--- src/rtl/ace_mem_pkg.sv ---
// ace_mem_pkg: FSM states and ACE response/snoop encodings shared by the memory responder.
package ace_mem_pkg;
  typedef enum logic [1:0] {ST_IDLE, ST_RD_RESP, ST_WR_DATA, ST_WR_RESP} state_t;
  localparam logic [1:0] RESP_OKAY = 2'b00;
  localparam logic [1:0] RESP_SLVERR = 2'b10;
  localparam logic [3:0] SNOOP_READ_SHARED = 4'b0001;
  localparam logic [3:0] SNOOP_MAKE_UNIQUE = 4'b1100;
endpackage

--- src/rtl/ace_mem_array.sv ---
// ace_mem_array: async-reset word register file, one write port and one combinational read port.
module ace_mem_array #(
  parameter int WIDTH_D = 32,
  parameter int DEPTH = 8,
  parameter logic [WIDTH_D-1:0] INIT_WORD = 'hDEEDFEED,
  parameter int IW = $clog2(DEPTH)
) (
  input  logic clk,
  input  logic rst,
  input  logic i_we,
  input  logic [IW-1:0] i_waddr,
  input  logic [WIDTH_D-1:0] i_wdata,
  input  logic [IW-1:0] i_raddr,
  output logic [WIDTH_D-1:0] o_rdata
);
  logic [WIDTH_D-1:0] r_mem [DEPTH];
  always_ff @(posedge clk or posedge rst)
    if (rst) for (int i = 0; i < DEPTH; i++) r_mem[i] <= INIT_WORD;
    else if (i_we) r_mem[i_waddr] <= i_wdata;
  assign o_rdata = r_mem[i_raddr];
endmodule

--- src/rtl/ace_mem_responder.sv ---
// ace_mem_responder: single-beat ACE AR/R + AW/W/B memory responder with read/write tie alternation.
// Optional pseudo-random ready stalls when ACE_MEM_READY_STALL_EN is defined.
module ace_mem_responder import ace_mem_pkg::*; #(
  parameter int WIDTH_A = 32,
  parameter int WIDTH_D = 32,
  parameter int DEPTH = 8,
  parameter logic [WIDTH_D-1:0] INIT_WORD = 'hDEEDFEED,
  parameter logic [7:0] STALL_SEED = 8'hA5
) (
  input  logic clk,
  input  logic rst,
  input  logic AR_VALID,
  output logic AR_READY,
  input  logic [WIDTH_A-1:0] AR_ADDR,
  input  logic AR_ID,
  input  logic [7:0] AR_LEN,
  input  logic [3:0] AR_SNOOP,
  output logic R_VALID,
  input  logic R_READY,
  output logic R_ID,
  output logic R_LAST,
  output logic [3:0] RRESP,
  output logic [WIDTH_D-1:0] RDATA,
  input  logic AW_VALID,
  output logic AW_READY,
  input  logic [WIDTH_A-1:0] AW_ADDR,
  input  logic AW_ID,
  input  logic [7:0] AW_LEN,
  input  logic W_VALID,
  output logic W_READY,
  input  logic [WIDTH_D-1:0] W_DATA,
  input  logic W_LAST,
  output logic B_VALID,
  input  logic B_READY,
  output logic [1:0] BRESP
);
  localparam int IW = $clog2(DEPTH);
  state_t r_state;
  logic r_prefer_wr, r_wr_err, r_wr_id;
  logic [IW-1:0] r_wr_idx;
  logic w_go, w_idle, w_ar_hs, w_aw_hs, w_w_hs, w_ar_err, w_aw_err, w_we;
  logic [WIDTH_D-1:0] w_rdata;
`ifdef ACE_MEM_READY_STALL_EN
  logic [7:0] r_lfsr;
  always_ff @(posedge clk or posedge rst)
    if (rst) r_lfsr <= STALL_SEED;
    else r_lfsr <= {r_lfsr[6:0], r_lfsr[7] ^ r_lfsr[5] ^ r_lfsr[4] ^ r_lfsr[3]};
  assign w_go = r_lfsr[0];
`else
  assign w_go = 1'b1;
`endif
  assign w_idle = r_state == ST_IDLE;
  assign AR_READY = w_idle && !(AW_VALID && r_prefer_wr) && w_go;
  assign AW_READY = w_idle && !(AR_VALID && !r_prefer_wr) && w_go;
  assign W_READY = r_state == ST_WR_DATA && w_go;
  assign w_ar_hs = AR_VALID && AR_READY;
  assign w_aw_hs = AW_VALID && AW_READY;
  assign w_w_hs = W_VALID && W_READY;
  assign w_ar_err = AR_ADDR >= WIDTH_A'(DEPTH * 4) || AR_LEN != 8'd0;
  assign w_aw_err = AW_ADDR >= WIDTH_A'(DEPTH * 4) || AW_LEN != 8'd0;
  // A truncated write (W_LAST low) is answered with SLVERR and never reaches memory.
  assign w_we = w_w_hs && !r_wr_err && W_LAST;
  ace_mem_array #(.WIDTH_D(WIDTH_D), .DEPTH(DEPTH), .INIT_WORD(INIT_WORD)) u_array (
    .clk(clk),
    .rst(rst),
    .i_we(w_we),
    .i_waddr(r_wr_idx),
    .i_wdata(W_DATA),
    .i_raddr(AR_ADDR[IW+1:2]),
    .o_rdata(w_rdata)
  );
  always_ff @(posedge clk or posedge rst)
    if (rst) begin
      r_state <= ST_IDLE;
      r_prefer_wr <= 1'b0;
      r_wr_err <= 1'b0;
      r_wr_id <= 1'b0;
      r_wr_idx <= '0;
      R_VALID <= 1'b0;
      R_ID <= 1'b0;
      R_LAST <= 1'b0;
      RRESP <= 4'd0;
      RDATA <= '0;
      B_VALID <= 1'b0;
      BRESP <= 2'd0;
    end else
      case (r_state)
        ST_IDLE: begin
          if (AR_VALID && AW_VALID && (w_ar_hs || w_aw_hs)) r_prefer_wr <= !r_prefer_wr;
          if (w_ar_hs) begin
            r_state <= ST_RD_RESP;
            R_VALID <= 1'b1;
            R_ID <= AR_ID;
            R_LAST <= 1'b1;
            RRESP <= {2'b00, w_ar_err ? RESP_SLVERR : RESP_OKAY};
            RDATA <= (w_ar_err || AR_SNOOP == SNOOP_MAKE_UNIQUE) ? '0 : w_rdata;
          end else if (w_aw_hs) begin
            r_state <= ST_WR_DATA;
            r_wr_err <= w_aw_err;
            r_wr_id <= AW_ID;
            r_wr_idx <= AW_ADDR[IW+1:2];
          end
        end
        ST_RD_RESP: if (R_READY) begin
          r_state <= ST_IDLE;
          R_VALID <= 1'b0;
          R_LAST <= 1'b0;
        end
        ST_WR_DATA: if (w_w_hs) begin
          r_state <= ST_WR_RESP;
          B_VALID <= 1'b1;
          BRESP <= (r_wr_err || !W_LAST) ? RESP_SLVERR : RESP_OKAY;
        end
        ST_WR_RESP: if (B_READY) begin
          r_state <= ST_IDLE;
          B_VALID <= 1'b0;
        end
        default: r_state <= ST_IDLE;
      endcase
endmodule

--- config.mk ---
export PLATFORM = sky130hd
export DESIGN_NAME = ace_mem_responder
export DESIGN_NICKNAME = d
export VERILOG_FILES = /design/src/rtl/ace_mem_pkg.sv /design/src/rtl/ace_mem_array.sv /design/src/rtl/ace_mem_responder.sv
export SDC_FILE = /design/constraint.sdc
export NUM_CORES = 1
export LEC_CHECK = 0
export CORE_UTILIZATION = 59
export CTS_CLUSTER_DIAMETER = 200
export DETAILED_ROUTE_END_ITERATION = 6
export DONT_BUFFER_PORTS = 1
export PLACE_DENSITY_LB_ADDON = 0.05
export SETUP_SLACK_MARGIN = 0.02
export SYNTH_ARGS = -nofsm -noshare
export SYNTH_HDL_FRONTEND = slang
export SYNTH_HIERARCHICAL = 1
export SYNTH_SLANG_ARGS = --single-unit
--- constraint.sdc ---
create_clock -name clk -period 13.99 [get_ports clk]
set_clock_uncertainty 0.2 [all_clocks]
set_input_delay 1.399 -clock clk [delete_from_list [all_inputs] [get_ports clk]]
set_output_delay 1.399 -clock clk [all_outputs]
set_load 0.03 [all_outputs]
==> results of run 1 <==
==> area by class of cell <==
| type | count | area share [%] |
|---|---|---|
| flip-flops and latches | 300 | 51.7 |
| multi-input cells | 456 | 37.9 |
| clock buffers | 51 | 6.28 |
| well taps | 313 | 2.61 |
| repair buffers | 13 | 0.651 |
| clock inverters | 7 | 0.618 |
| inverters | 5 | 0.175 |
==> layer usage <==
metal	global-route usage [%]	up-vias	wire length (um)
met3	3.73	41	1470
met5	0	-	0
met1	33.8	3901	12600
li1	-	3104	-
met2	44.3	210	14800
met4	5.00	0	430
==> worst reg2reg max path, delay by kind of cell, from the launching register on <==
family                 cells  cell delay [ns]
buffers and inverters      2             0.64
AND/OR/NAND/NOR            3             2.15
flip-flops                 1             0.50
multiplexers               1             0.40
==> power by group through the flow <==
stage / sequential (mW) / combinational (mW) / clock [mW]
6_report: 1.05 / 0.190 / 0.820
3_5_place_dp: 1.06 / 0.191 / 0
3_3_place_gp: 1.05 / 0.182 / 0
2_1_floorplan: 1.02 / 0.187 / 0
5_1_grt: 1.06 / 0.205 / 0.869
4_1_cts: 1.05 / 0.192 / 0.839
==> layout by cell type, fill, tap and decap left out, types with 6 or more instances in the layout <==
cell type | Yosys | final
clkbuf_16 | 0 | 31
nor3_1 | 6 | 6
a22o_1 | 32 | 32
mux2_2 | 277 | 277
dfstp_2 | 200 | 200
mux2_1 | 9 | 9
buf_4 | 18 | 13
dfrtp_1 | 100 | 100
mux2_4 | 6 | 6
a21oi_1 | 6 | 6
mux4_2 | 32 | 32
mux4_1 | 33 | 33
clkbuf_8 | 0 | 9
nor4_1 | 14 | 14
clkbuf_1 | 7 | 11
==> registers in the layout, indices dropped and copies added, names as in the netlist, 2 cells and up <==
name and cells:
u_array/r_mem 256, RDATA 32, r_wr_idx 3, r_state 2
==> logic make-up after synthesis <==
| group | after synthesis | synth area share [%] |
|---|---|---|
| AOI/OAI and AO/OA | 45 | 2.63 |
| other | 1 | 0.0271 |
| and+or+nand+nor | 49 | 2.57 |
| DFF | 300 | 56.1 |
| muxes | 357 | 35.5 |
| xor gates and xnor gates | 1 | 0.0634 |
| buffers and inverters | 66 | 3.12 |
==> final timing paths <==
check	cells past startpoint	from	slack, ns	endpoint
setup / recovery	6	r_state[1]	10.00	u_array/r_mem[177]
hold / removal	1	u_array/r_mem[221]	0.29	u_array/r_mem[221]
setup reg to reg	6	r_state[1]	10.00	u_array/r_mem[177]
hold reg to reg	1	u_array/r_mem[221]	0.29	u_array/r_mem[221]
max in group asynchronous	3	rst	10.66	u_array/r_mem[157]
min in group asynchronous	1	rst	0.63	u_array/r_mem[72]
==> metrics by stage <==
step           cells  setup WS, ns  hold WS, ns  area [sq um]
3_3_place_gp    1087          9.96        0.261         14000
4_1_cts         1145          9.91        0.287         15000
6_report        1145         10.00        0.289         15000
5_1_grt         1145          9.81        0.313         15000
3_5_place_dp    1087          9.90        0.273         14000
2_1_floorplan    822          5.68        0.249         13800
==> impl_metrics.env, run 1 <==
export IMPL_clk_path_buf_depth=3
export IMPL_grt_pass1_vias=8106
export IMPL_slew_viol_final=0
export IMPL_crit_chain="inv_1 -> nor2_1 -> and4b_1 -> nor4bb_4 -> buf_4 -> mux2_2"
export IMPL_synth_lib_cells_used_distinct=38
export IMPL_n_fill_cell=1539
export IMPL_grt_max_degree=99
export IMPL_avgRoutedWirePerCell_um=25.6
export IMPL_finalSetupTns_ns=0
export IMPL_design_core_area_sq_um=22800
export IMPL_worstPathMaxFanout=20
export IMPL_multi_input_area_sq_um=5690
export IMPL_async_reset_ff_share_pct=100
export IMPL_die_w_um=155
export IMPL_swShare_pct=23.5
export IMPL_netlist_top_cells_area="dfstp_2, mux2_2, dfrtp_1, mux4_1, mux4_2"
export IMPL_synth_largest_area_cell="dfstp_2"
export IMPL_drive_gt1_share_pct=70.6
export IMPL_syn_inst=819
export IMPL_cts_hold_fix_buffers=0
export IMPL_avgSynthCellArea_sq_um=16.9
export IMPL_yosysMostFrequentCell="mux2_2"
export IMPL_nNetsFinal=933
export IMPL_cts_sinks=300
export IMPL_cts_made_buffers=31
export IMPL_drcViolationCount=0
export IMPL_power_internal_mw=1.58
export IMPL_hp_class="flop to flop"
export IMPL_initial_core_util_pct=60.7
export IMPL_pin_count=171
export IMPL_grt_overflow=0
export IMPL_seqCellArea_sq_um=7760
export IMPL_gr_usage_all_layers_pct=25.3
export IMPL_dp_hpwl_mm=17.1
export IMPL_tightest_slew_ns=1.11
export IMPL_synth_top_cells_by_count="mux2_2, dfstp_2, dfrtp_1, mux4_1"
export IMPL_endpoint_kind="flop"
export IMPL_clock_power_share_pct=39.8
export IMPL_p_leak_nw=6.58
export IMPL_rsz0062_at_grt="false"
export IMPL_h_tree_depth=1
export IMPL_hold_violations=0
export IMPL_start_kind="flop"
export IMPL_crit_arrival_ns=4.22
export IMPL_antenna_cells=0
export IMPL_slew_headroom_pct=25.8
export IMPL_status="finished, final reports clean"
export IMPL_clkTransAtPathRegs_ns=0.06
export IMPL_slowest_stage="nor4bb_4"
export IMPL_portBuffers=0
export IMPL_drv_cap=0
export IMPL_finalCritPeriodShare_pct=28.5
export IMPL_timing_fmax_ghz=0.251
export IMPL_cp_top_family="simple AND/OR/NAND/NOR gates"
export IMPL_grt_pass1_wl_mm=46.0
export IMPL_synth_warnings=6
export IMPL_ctsRootBufferMaster="clkbuf_16"
export IMPL_combPwrFrac_pct=9.2
export IMPL_p_per_area_nw_per_um2=137
export IMPL_power_mw=2.06
export IMPL_ctsResizeCount=0
export IMPL_die_area_sq_um=24000
export IMPL_drt_total_wl_mm=29.3
export IMPL_tritoncts="done"
export IMPL_synthDominantCellAreaShare_pct=38.0
export IMPL_fin_crit_ns=3.99
export IMPL_p_switching_uw=483
export IMPL_post_cts_setup_buffers=0
export IMPL_syn_area_sq_um=13800
export IMPL_dr_pass1_iters=4
export IMPL_final_antenna_net_count=0
export IMPL_synth_edf_count=0
export IMPL_cpPeakStageDelay_ns=0.99
export IMPL_clk_insertion_delay_late_ns=0.55
export IMPL_area_delta_synth_final_pct=8.50
export IMPL_seqPwrFrac_pct=51.0
export IMPL_vdd_drop_max_v=0.0000848
export IMPL_crit_required_ns=14.22
export IMPL_drtIter0Drc=329
export IMPL_synth_seq_cells=300
export IMPL_place_congestion=0.693
export IMPL_dr_total_vias=7256
export IMPL_vias_per_cell=6.34
export IMPL_ys_seq_area_share_pct=56.1
export IMPL_die_y_um=155
export IMPL_num_rows=55
export IMPL_antenna_found_initial=0
export IMPL_setup_viol=0
export IMPL_path_buf_inv=2
export IMPL_fin_util_pct=65.8
export IMPL_worst_setup_path_type="flop to flop"
export IMPL_ys_flop_type="dfstp_2"
Power figures use the tool's default switching activity.
==> run 2, diff against run 1 <==
- clock period: 13.99 -> 3.8 ns (I/O delays scaled with it)
==> impl_metrics.env, run 2 (synthesis results as in run 1) <==
export IMPL_hp_class="input port to flop"
export IMPL_setup_viol=0
export IMPL_die_w_um=155
export IMPL_grt_pass1_vias=8277
export IMPL_crit_top_cell="dlygate4sd3_1"
export IMPL_h_tree_depth=1
export IMPL_grt_overflow=0
export IMPL_reg2reg_depth=7
export IMPL_die_area_sq_um=24000
export IMPL_cpPeakStageDelay_ns=0.60
export IMPL_p_per_area_nw_per_um2=487
export IMPL_crit_required_ns=4.03
export IMPL_place_congestion=0.674
export IMPL_drcViolationCount=0
export IMPL_regMostFlops="u_array/r_mem"
export IMPL_vias_per_cell=6.24
export IMPL_slew_headroom_pct=25.2
export IMPL_grt_pass1_wl_mm=46.8
export IMPL_nNetsFinal=986
export IMPL_timing_fmax_ghz=0.336
export IMPL_antenna_found_initial=2
export IMPL_portBuffers=0
export IMPL_pin_count=171
export IMPL_drv_cap=0
export IMPL_finalSetupTns_ns=0
export IMPL_drive_gt1_share_pct=67.5
export IMPL_dr_total_vias=7489
export IMPL_seqPwrFrac_pct=50.9
export IMPL_final_common_cell="mux2_2"
export IMPL_vdd_drop_max_v=0.000323
export IMPL_path_buf_inv=4
export IMPL_num_rows=55
export IMPL_dp_hpwl_mm=16.8
export IMPL_cp_top_family="buffers and inverters"
export IMPL_cts_sinks=300
export IMPL_area_delta_synth_final_pct=12.7
export IMPL_clk_insertion_delay_late_ns=0.56
export IMPL_p_switching_mw=1.82
export IMPL_grt_max_degree=82
export IMPL_hold_violations=0
export IMPL_final_cell_area_sq_um=15600
export IMPL_power_internal_mw=5.77
export IMPL_design_core_area_sq_um=22800
export IMPL_fin_ws_ns=0.821
export IMPL_dp_cells=1091
export IMPL_final_antenna_net_count=0
export IMPL_clkTransAtPathRegs_ns=0.06
export IMPL_slew_viol_final=0
export IMPL_initial_core_util_pct=60.7
export IMPL_worstPathMaxFanout=2
export IMPL_cts_made_buffers=31
export IMPL_swShare_pct=24.0
export IMPL_fin_crit_ns=2.98
export IMPL_largestRegisters="u_array/r_mem: 256 flops, RDATA: 32 flops, r_wr_idx: 3 flops"
export IMPL_ctsResizeCount=0
export IMPL_tritoncts="done"
export IMPL_cp_depth=8
export IMPL_crit_chain="dlygate4sd3_1 -> nor4_2 -> dlygate4sd3_1 -> nand4_2 -> dlygate4sd3_1 -> nor3_1 -> dlygate4sd3_1 -> nor2_1"
export IMPL_clk_path_buf_depth=3
export IMPL_avgRoutedWirePerCell_um=24.9
export IMPL_largest_reg_flops=256
export IMPL_combPwrFrac_pct=10.5
export IMPL_worst_setup_path_type="input port to flop"
export IMPL_rsz0062_at_grt="false"
export IMPL_gr_usage_all_layers_pct=25.7
export IMPL_drtIter0Drc=342
export IMPL_p_leak_nw=6.83
export IMPL_endpoint_kind="flop"
export IMPL_clock_power_share_pct=38.6
export IMPL_drt_total_wl_mm=29.9
export IMPL_status="finished, final reports clean"
export IMPL_die_y_um=155
export IMPL_preCtsSetupSlack_ns=0.822
export IMPL_post_cts_setup_buffers=0
export IMPL_tightest_slew_ns=1.12
export IMPL_start_kind="input port"
export IMPL_crit_arrival_ns=3.21
export IMPL_dr_pass1_iters=4
export IMPL_post_dp_cell_area_sq_um=14000
export IMPL_finalCritPeriodShare_pct=78.4
export IMPL_whs_path_depth=3
export IMPL_cts_hold_fix_buffers=49
export IMPL_fin_cells=1200
export IMPL_ctsRootBufferMaster="clkbuf_16"
export IMPL_slowest_stage="dlygate4sd3_1"
export IMPL_layout_common_cells="mux2_2, dfstp_2, dfrtp_1"
[run 2: per-layer routing]
metal  vias to the layer above  part of all wire (%)  GRT usage [%]
met4                         0                   2.3           6.32
met3                        43                   4.5           4.07
li1                       3212                     -              -
met2                       235                    51           45.1
met1                      3999                    43           33.6
met5                         -                     0              0
[run 2: path summary, 6_finish.rpt]
path,from,to,slack (ns)
worst max-delay path,AR_ADDR[10],RRESP[1],0.82
worst min-delay path,AR_VALID,RRESP[1],0.03
worst max register to register,r_state[1],u_array/r_mem[180],0.82
worst min register to register,u_array/r_mem[221],u_array/r_mem[221],0.28
max in group asynchronous,rst,u_array/r_mem[173],1.98
min in group asynchronous,rst,RDATA[20],0.35
[run 2: cell type report]
class	count	area, sq um
inverter	5	22.5
sequential	300	7760
clock inverter	8	43.8
clock buffer	50	967
multi-input combinational	456	5690
fill	1521	7200
timing repair buffer	66	698
antenna	2	5.00
tap	313	392
[run 2: per-stage QoR]
stage	utilization, %	power (mW)	hold WS, ns
2_1_floorplan	-	4.46	0.249
3_3_place_gp	61.7	4.54	0.260
3_5_place_dp	61.7	4.62	0.271
4_1_cts	68.3	7.66	0.00273
5_1_grt	68.4	7.89	0.0181
6_report	68.4	7.59	0.0332
[run 2: tightest hold or removal path: stages]
cell,delay (ns)
a21boi_4,0.14
a21oi_1,0.16
nor2_1,0.05
[run 2: power groups by stage]
stage          logic (mW)  registers, mW  clock network [mW]
2_1_floorplan       0.688           3.77                   0
3_3_place_gp        0.669           3.87                   0
3_5_place_dp        0.704           3.92                   0
4_1_cts             0.799           3.86                2.99
5_1_grt             0.860           3.91                3.12
6_report            0.793           3.87                2.93
==> run 3, diff against run 2 <==
- CORE_UTILIZATION: 59 -> 58
- clock period: 3.8 -> 2.7 ns (I/O delays scaled with it)
==> impl_metrics.env, run 3 (synthesis results as in run 1) <==
export IMPL_p_switching_mw=2.66
export IMPL_drcViolationCount=0
export IMPL_vias_per_cell=6.23
export IMPL_crit_chain="inv_1 -> nor2_2 -> and4b_1 -> nor4bb_4 -> buf_4 -> mux2_2"
export IMPL_seqPwrFrac_pct=49.0
export IMPL_cpPeakStageDelay_ns=0.46
export IMPL_p_per_area_nw_per_um2=693
export IMPL_swShare_pct=24.0
export IMPL_clk_path_buf_depth=3
export IMPL_tightest_slew_ns=0.756
export IMPL_timing_fmax_ghz=0.395
export IMPL_area_delta_synth_final_pct=15.5
export IMPL_layout_common_cells="mux2_2, dfstp_2, dfrtp_1"
export IMPL_combPwrFrac_pct=11.6
export IMPL_num_rows=56
export IMPL_place_congestion=0.710
export IMPL_initial_core_util_pct=59.0
export IMPL_fin_cells=1233
export IMPL_hold_violations=0
export IMPL_clock_power_share_pct=39.4
export IMPL_hp_class="input port to flop"
export IMPL_power_internal_mw=8.41
export IMPL_final_common_cell="mux2_2"
export IMPL_worst_setup_path_type="flop to flop"
export IMPL_status="finished, final reports clean"
export IMPL_p_leak_nw=7.01
export IMPL_crit_arrival_ns=2.77
export IMPL_dp_hpwl_mm=17.9
export IMPL_grt_max_degree=56
export IMPL_clkTransAtPathRegs_ns=0.06
export IMPL_die_w_um=156
export IMPL_power_mw=11.1
export IMPL_dr_total_vias=7685
export IMPL_drive_gt1_share_pct=67.3
export IMPL_ctsRootBufferMaster="clkbuf_16"
export IMPL_tritoncts="done"
export IMPL_pin_count=171
export IMPL_slowest_stage="and4b_1"
export IMPL_drt_total_wl_mm=31.0
export IMPL_grt_pass1_wl_mm=47.5
export IMPL_largest_reg_flops=256
export IMPL_finalCritPeriodShare_pct=93.8
export IMPL_portBuffers=0
export IMPL_die_area_sq_um=24400
export IMPL_preCtsSetupSlack_ns=0.225
export IMPL_nNetsFinal=1014
export IMPL_endpoint_kind="flop"
export IMPL_regMostFlops="u_array/r_mem"
export IMPL_slew_headroom_pct=49.5
export IMPL_rsz0062_at_grt="false"
export IMPL_design_core_area_sq_um=23400
export IMPL_largestRegisters="u_array/r_mem: 256 flops, RDATA: 32 flops, r_wr_idx: 3 flops"
export IMPL_drtIter0Drc=344
export IMPL_h_tree_depth=1
export IMPL_clk_insertion_delay_late_ns=0.56
export IMPL_vdd_drop_max_v=0.000539
export IMPL_crit_required_ns=2.94
export IMPL_antenna_found_initial=1
export IMPL_cts_sinks=300
export IMPL_cts_made_buffers=31
export IMPL_slew_viol_final=0
export IMPL_gr_usage_all_layers_pct=26.0
export IMPL_worstPathMaxFanout=15
export IMPL_start_kind="flop"
export IMPL_setup_viol=0
export IMPL_dr_pass1_iters=6
export IMPL_avgRoutedWirePerCell_um=25.1
export IMPL_fin_ws_ns=0.166
export IMPL_grt_overflow=0
export IMPL_grt_pass1_vias=8317
export IMPL_drv_cap=0
export IMPL_final_antenna_net_count=0
export IMPL_dp_cells=1111
export IMPL_die_y_um=156
export IMPL_fin_crit_ns=2.53
## run 3: per-layer routing
metal  global-route usage [%]  share of wire (%)  up-vias
met1                     34.3                 42     4115
met5                        0                  0        -
met2                     45.3                 50      239
li1                         -                  -     3287
met3                     3.99                5.3       44
met4                     6.82                2.2        0
## run 3: metrics by stage
stage	utilization [%]	cell area (sq um)	hold slack, ns	setup TNS, ns
global placement	60.7	14200	0.0612	0
floorplan	-	13800	0.159	-82.21
detailed placement	60.7	14200	0.0746	0
global route	68.2	16000	0.0135	0
CTS	68.2	16000	0.000390	0
finish	68.2	16000	0.0191	0
## run 3: worst max-delay path, delay by kind of cell (launching register included)
| kind | cells | cell delay, ns |
|---|---|---|
| simple gates | 3 | 1.03 |
| buf+inv | 2 | 0.45 |
| mux | 1 | 0.38 |
| flops | 1 | 0.36 |
## run 3: path summary, 6_finish.rpt
kind	startpoint	to	slack [ns]	depth (start not counted)
max	r_state[1]	u_array/r_mem[168]	0.17	6
min	AR_ADDR[4]	RDATA[6]	0.02	3
max reg2reg	r_state[1]	u_array/r_mem[168]	0.17	6
min reg2reg	u_array/r_mem[221]	u_array/r_mem[221]	0.29	1
max in group asynchronous	rst	u_array/r_mem[7]	1.21	3
min in group asynchronous	rst	RDATA[18]	0.16	2
## run 3: timing repair
action,CTS,global route
hold buffers,63,0
buffers inserted,0,0
resized for setup,0,0
hold endpoints to repair,399,0
## run 3: power by group through the flow
stage / logic (mW) / registers, mW / clock network, mW
after floorplan: 0.972 / 5.31 / 0
after global placement: 1.02 / 5.43 / 0
after detailed placement: 1.07 / 5.48 / 0
after CTS: 1.28 / 5.41 / 4.45
after global routing: 1.37 / 5.47 / 4.64
final: 1.28 / 5.42 / 4.36
## run 3: cell type report
cell class	instances	area (sq um)
Multi-Input combinational cell	456	5690
Tap cell	319	399
Inverter	5	22.5
Antenna cell	1	2.50
Timing Repair Buffer	94	1020
Clock inverter	7	88.8
Sequential cell	300	7760
Fill cell	1563	7440
Clock buffer	51	981
